--- src/rtl/alu_pkg.sv ---
// Shared opcode encodings and FSM state type for the arbitrated ALU
// and the arithmetic engine it drives.
package alu_pkg;

    localparam int DATA_W = 8;

    localparam logic [2:0] OP_OR   = 3'b000;
    localparam logic [2:0] OP_NAND = 3'b001;
    localparam logic [2:0] OP_NOR  = 3'b010;
    localparam logic [2:0] OP_AND  = 3'b011;
    localparam logic [2:0] OP_ADD  = 3'b100;
    localparam logic [2:0] OP_SUB  = 3'b101;
    localparam logic [2:0] OP_ILL6 = 3'b110;
    localparam logic [2:0] OP_ILL7 = 3'b111;

    typedef enum logic [1:0] {
        ST_IDLE = 2'd0,
        ST_EXEC = 2'd1,
        ST_RESP = 2'd2
    } state_t;

endpackage

--- src/rtl/arithmetic_engine.sv ---
// Purely combinational 8-bit logic/arithmetic unit; unknown opcodes yield zero.
module arithmetic_engine
    import alu_pkg::*;
(
    input  logic [DATA_W-1:0] i_a,
    input  logic [DATA_W-1:0] i_b,
    input  logic [2:0]        i_instruction,
    output logic [DATA_W-1:0] out
);

    // ADD and SUB wrap modulo 256; carry and borrow are discarded
    always_comb begin
        out = '0;
        case (i_instruction)
            OP_OR:   out = i_a | i_b;
            OP_NAND: out = ~(i_a & i_b);
            OP_NOR:  out = ~(i_a | i_b);
            OP_AND:  out = i_a & i_b;
            OP_ADD:  out = i_a + i_b;
            OP_SUB:  out = i_a - i_b;
            default: out = '0;
        endcase
    end

endmodule

--- src/rtl/alu_arbiter.sv ---
// Two-port front end that arbitrates requests onto a single arithmetic_engine,
// keeping exactly one operation in flight and holding its response until taken.
module alu_arbiter
    import alu_pkg::*;
#(
    parameter bit RR_EN = 1'b1
)
(
    input  logic              i_clk,
    input  logic              i_rst,
    input  logic              i_req0_valid,
    input  logic [2:0]        i_req0_op,
    input  logic [DATA_W-1:0] i_req0_a,
    input  logic [DATA_W-1:0] i_req0_b,
    input  logic              i_req1_valid,
    input  logic [2:0]        i_req1_op,
    input  logic [DATA_W-1:0] i_req1_a,
    input  logic [DATA_W-1:0] i_req1_b,
    output logic              o_req0_ready,
    output logic              o_req1_ready,
    output logic              o_rsp_valid,
    output logic              o_rsp_id,
    output logic [DATA_W-1:0] o_rsp_data,
    output logic              o_rsp_err,
    input  logic              i_rsp_ready
);

    state_t              state_q;
    logic                lastGrant_q;
    logic                id_q;
    logic [2:0]          op_q;
    logic [DATA_W-1:0]   a_q;
    logic [DATA_W-1:0]   b_q;
    logic                rspValid_q;
    logic                rspId_q;
    logic [DATA_W-1:0]   rspData_q;
    logic                rspErr_q;

    logic                anyValid;
    logic                accepting;
    logic                grantId_d;
    logic                opIllegal;
    logic [DATA_W-1:0]   aluOut;

    // A tie goes to the port not served last when round-robin is enabled
    always_comb begin
        grantId_d = 1'b0;
        if (i_req0_valid && i_req1_valid) begin
            grantId_d = RR_EN ? ~lastGrant_q : 1'b0;
        end else if (i_req1_valid) begin
            grantId_d = 1'b1;
        end
    end

    assign anyValid     = i_req0_valid || i_req1_valid;
    assign accepting    = (state_q == ST_IDLE) && anyValid && !i_rst;
    assign o_req0_ready = accepting && !grantId_d;
    assign o_req1_ready = accepting && grantId_d;

    assign opIllegal = (op_q == OP_ILL6) || (op_q == OP_ILL7);

    arithmetic_engine u_engine (
        .i_a           (a_q),
        .i_b           (b_q),
        .i_instruction (op_q),
        .out           (aluOut)
    );

    always_ff @(posedge i_clk or posedge i_rst) begin
        if (i_rst) begin
            state_q     <= ST_IDLE;
            lastGrant_q <= 1'b1;
            id_q        <= 1'b0;
            op_q        <= '0;
            a_q         <= '0;
            b_q         <= '0;
            rspValid_q  <= 1'b0;
            rspId_q     <= 1'b0;
            rspData_q   <= '0;
            rspErr_q    <= 1'b0;
        end else begin
            case (state_q)
                ST_IDLE: begin
                    if (anyValid) begin
                        id_q        <= grantId_d;
                        lastGrant_q <= grantId_d;
                        op_q        <= grantId_d ? i_req1_op : i_req0_op;
                        a_q         <= grantId_d ? i_req1_a  : i_req0_a;
                        b_q         <= grantId_d ? i_req1_b  : i_req0_b;
                        state_q     <= ST_EXEC;
                    end
                end
                ST_EXEC: begin
                    rspData_q  <= opIllegal ? '0 : aluOut;
                    rspErr_q   <= opIllegal;
                    rspId_q    <= id_q;
                    rspValid_q <= 1'b1;
                    state_q    <= ST_RESP;
                end
                ST_RESP: begin
                    if (i_rsp_ready) begin
                        rspValid_q <= 1'b0;
                        state_q    <= ST_IDLE;
                    end
                end
                default: state_q <= ST_IDLE;
            endcase
        end
    end

    assign o_rsp_valid = rspValid_q;
    assign o_rsp_id    = rspId_q;
    assign o_rsp_data  = rspData_q;
    assign o_rsp_err   = rspErr_q;

endmodule

--- config.mk ---
export PLATFORM = sky130hd
export DESIGN_NAME = alu_arbiter
export DESIGN_NICKNAME = d
export VERILOG_FILES = /design/src/rtl/alu_pkg.sv /design/src/rtl/arithmetic_engine.sv /design/src/rtl/alu_arbiter.sv
export SDC_FILE = /design/constraint.sdc
export NUM_CORES = 1
export LEC_CHECK = 0
export CORE_MARGIN = 5
export CORE_UTILIZATION = 50
export CTS_BUF_LIST = sky130_fd_sc_hd__clkbuf_16
export CTS_CLUSTER_DIAMETER = 150
export CTS_CLUSTER_SIZE = 14
export DETAILED_ROUTE_END_ITERATION = 8
export PLACE_DENSITY_LB_ADDON = 0.15
export SLEW_MARGIN = 20
export SYNTH_ARGS = -nofsm -noshare
export SYNTH_HDL_FRONTEND = slang
export SYNTH_HIERARCHICAL = 1
export SYNTH_SLANG_ARGS = --single-unit
--- constraint.sdc ---
create_clock -name i_clk -period 2.76 [get_ports i_clk]
set_input_delay 0.276 -clock i_clk [delete_from_list [all_inputs] [get_ports i_clk]]
set_output_delay 0.276 -clock i_clk [all_outputs]
set_load 0.1 [all_outputs]
==> flow_metrics.py <==
metrics = {
    "place": {
        "dp.final_hpwl_mm": 3.829,
        "port_buffers": 55,
        "post-place-ws_ps": 176.2,
        "place_congestion": 0.8180,
    },
    "critical_path": {
        "crit_path_end_kind": "flop",
        "startpoint_type": "flop",
        "cp.arrival_ps": 2730,
        "path_class": "flop to flop",
        "path_delay_family": "compound AO/OA/AOI/OAI gates",
        "critPathMaxStageDelay_ps": 480,
        "path_cells": "nor2b_2, nand2_1, o21ai_1, xor2_1, ha_1, a21o_1, a31o_1, a21oi_1, xnor2_1, o22ai_1, a22o_1",
        "cp.required_ps": 2920,
        "slowest_stage": "dfrtp_1",
        "crit_buf_inv": 0,
        "reg2reg_slack_ps": 200,
        "critPathMaxFanout": 9,
    },
    "global_route": {
        "antenna_found_initial": 0,
        "grt_pass1_wl_mm": 7.990,
        "grt_overflow": 0,
        "grt.total_usage": 0.1616,
        "grt_max_degree": 35,
        "grt_pass1_vias": 1762,
    },
    "detailed_routing": {
        "top_layer_used": "met4",
        "vias": 1832,
        "drt_iter0_drc": 78,
        "ant_nets": 0,
        "drc": 0,
        "post_drt_wl_per_cell_um": 14.52,
        "wl_met1_mm": 2.186,
        "wirelength_mm": 4.850,
        "vias_per_cell": 5.485,
        "wl_met2_mm": 2.297,
        "met3_length_um": 293,
        "firstDrtPassIters": 4,
    },
    "clock_network": {
        "clk_path_buf_depth": 2,
        "cts-root-buf": "clkbuf_16",
        "numCtsBuffers": 5,
        "clkLatencyLatePin_ps": 280,
        "clkTransAtPathRegs_ps": 50,
        "htreeDepth": 2,
        "clkSinkCount": 34,
        "cts_tree": "yes",
    },
    "floorplan": {
        "coreArea_um2": 4661,
        "die_w_um": 78.83,
        "row_count": 25,
        "die_area_um2": 6213,
        "pin_count": 56,
        "die_height_um": 78.83,
        "initial_core_util": 0.5082,
    },
    "logic_synthesis": {
        "ys.flop_type": "dfrtp_1",
        "ys_warn_count": 6,
        "synth_edf_count": 0,
        "ys_types": 46,
        "synth_area_um2": 2369,
        "async_reset_ff_frac": 1.000,
        "synth.ff_latch_count": 34,
        "avgSynthCellArea_um2": 10.86,
        "synth_nets": 272,
        "synthCells": 218,
        "ys_seq_area_frac": 0.3597,
    },
    "cells_and_area": {
        "final_common_cell": "clkdlybuf4s50_1",
        "final_cell_mix": "clkdlybuf4s50_1, dfrtp_1, mux2_2, mux2_4, buf_4",
        "area_growth_pct": 32.38,
        "final_core_util": 0.6728,
        "layout-drive-gt1-share": 0.2714,
        "diodes": 0,
        "fin_nets": 333,
    },
    "timing": {
        "period_minus_slack_ps": 2564,
        "skew_ps": 2.376,
        "finalMaxSlewViolations": 0,
        "rsz0062_at_grt": "no",
        "tightest_slew_ps": 680.9,
        "fmaxAchievable_mhz": 390.1,
        "final-hold-violation-count": 0,
        "setup_violations": 0,
        "worst_slack_ps": 196.3,
        "relSlewSlack": 0.5461,
        "fin_crit_sh": 0.9289,
    },
    "worst_hold_path": {
        "holdCritPathClass": "input pin to async pin",
    },
    "run": {
        "drv_cap": 0,
    },
    "outcome": {
        "status": "finished, final reports clean",
    },
}
==> cells in the mapped netlist (4+ instances only) <==
master,n,area [um^2]
a21o_1,4,30.03
a21oi_1,8,40.04
a22o_1,9,78.83
and3_1,5,31.28
buf_2,5,25.02
dfrtp_1,33,825.8
ha_1,10,125.1
inv_1,11,41.29
mux2_2,20,225.2
mux2_4,19,285.3
nand2_1,6,22.52
nand2b_1,4,25.02
nor2_1,13,48.80
nor3_1,8,40.04
o21ai_0,5,25.02
o22ai_1,4,25.02
xnor2_1,14,122.6
==> state kept, by name, summed over array words and instances, names as in the netlist <==
signal / count
a_q: 8
o_rsp_valid: 1
b_q: 8
id_q: 1
o_rsp_data: 8
o_rsp_err: 1
state_q: 2
o_rsp_id: 1
op_q: 3
lastGrant_q: 1
==> final cells by class <==
class	count	area, um^2
Inverter	11	41.29
Tap cell	54	67.56
Multi-Input combinational cell	164	1434
Timing Repair Buffer	63	603.1
Clock inverter	3	12.51
Clock buffer	5	125.1
Fill cell	355	1525
Sequential cell	34	852.1
==> what timing repair did <==
item	CTS	global route
resized for setup	0	3
buffers inserted	0	0
hold buffers	0	0
endpoints found under the setup margin	0	1
==> per-layer routing <==
metal	vias up	track usage
li1	906	-
met1	858	0.2016
met2	60	0.2759
met3	8	0.03515
met4	0	0.05670
met5	-	0
==> metrics by stage <==
step | TNS, ps | area [um^2] | hold slack [ps] | std cells
global route | 0 | 3136 | 516.4 | 334
CTS | 0 | 3126 | 478.3 | 334
detailed placement | 0 | 2988 | 490.5 | 326
global placement | 0 | 2988 | 481.6 | 326
finish | 0 | 3136 | 466.9 | 334
floorplan | -936.7 | 2369 | 346.0 | 218
==> kinds of logic (layout without fill, tap and decap cells) <==
| logic type | Yosys count | in the layout | share of synthesized area |
|---|---|---|---|
| mux | 41 | 41 | 0.2240 |
| buf+inv | 20 | 82 | 0.04068 |
| compound gates | 46 | 46 | 0.1374 |
| xor+xnor | 16 | 16 | 0.05917 |
| simple gates | 50 | 50 | 0.1178 |
| fa+ha+maj | 11 | 11 | 0.06128 |
| flops | 34 | 34 | 0.3597 |
==> path summary, 6_finish.rpt <==
check / from / to / cells past startpoint
hold / removal: i_rst / b_q[2] / 3
max in group asynchronous: i_rst / lastGrant_q / 3
min in group i_clk: o_rsp_data[2] / o_rsp_data[2] / 1
setup reg to reg: op_q[1] / o_rsp_data[7] / 11
setup / recovery: op_q[1] / o_rsp_data[7] / 11
hold reg to reg: o_rsp_data[2] / o_rsp_data[2] / 1
==> worst reg2reg max path, cell delays in order, from the launching register on <==
cell	delay (ps)
dfrtp_1	480
nor2b_2	180
nand2_1	150
o21ai_1	140
xor2_1	170
ha_1	310
a21o_1	200
a31o_1	230
a21oi_1	150
xnor2_1	140
o22ai_1	100
a22o_1	200
Power is left out: the tool's default activity adds up to more than one toggle a clock period on the data nets, which glitch-free logic cannot reach.
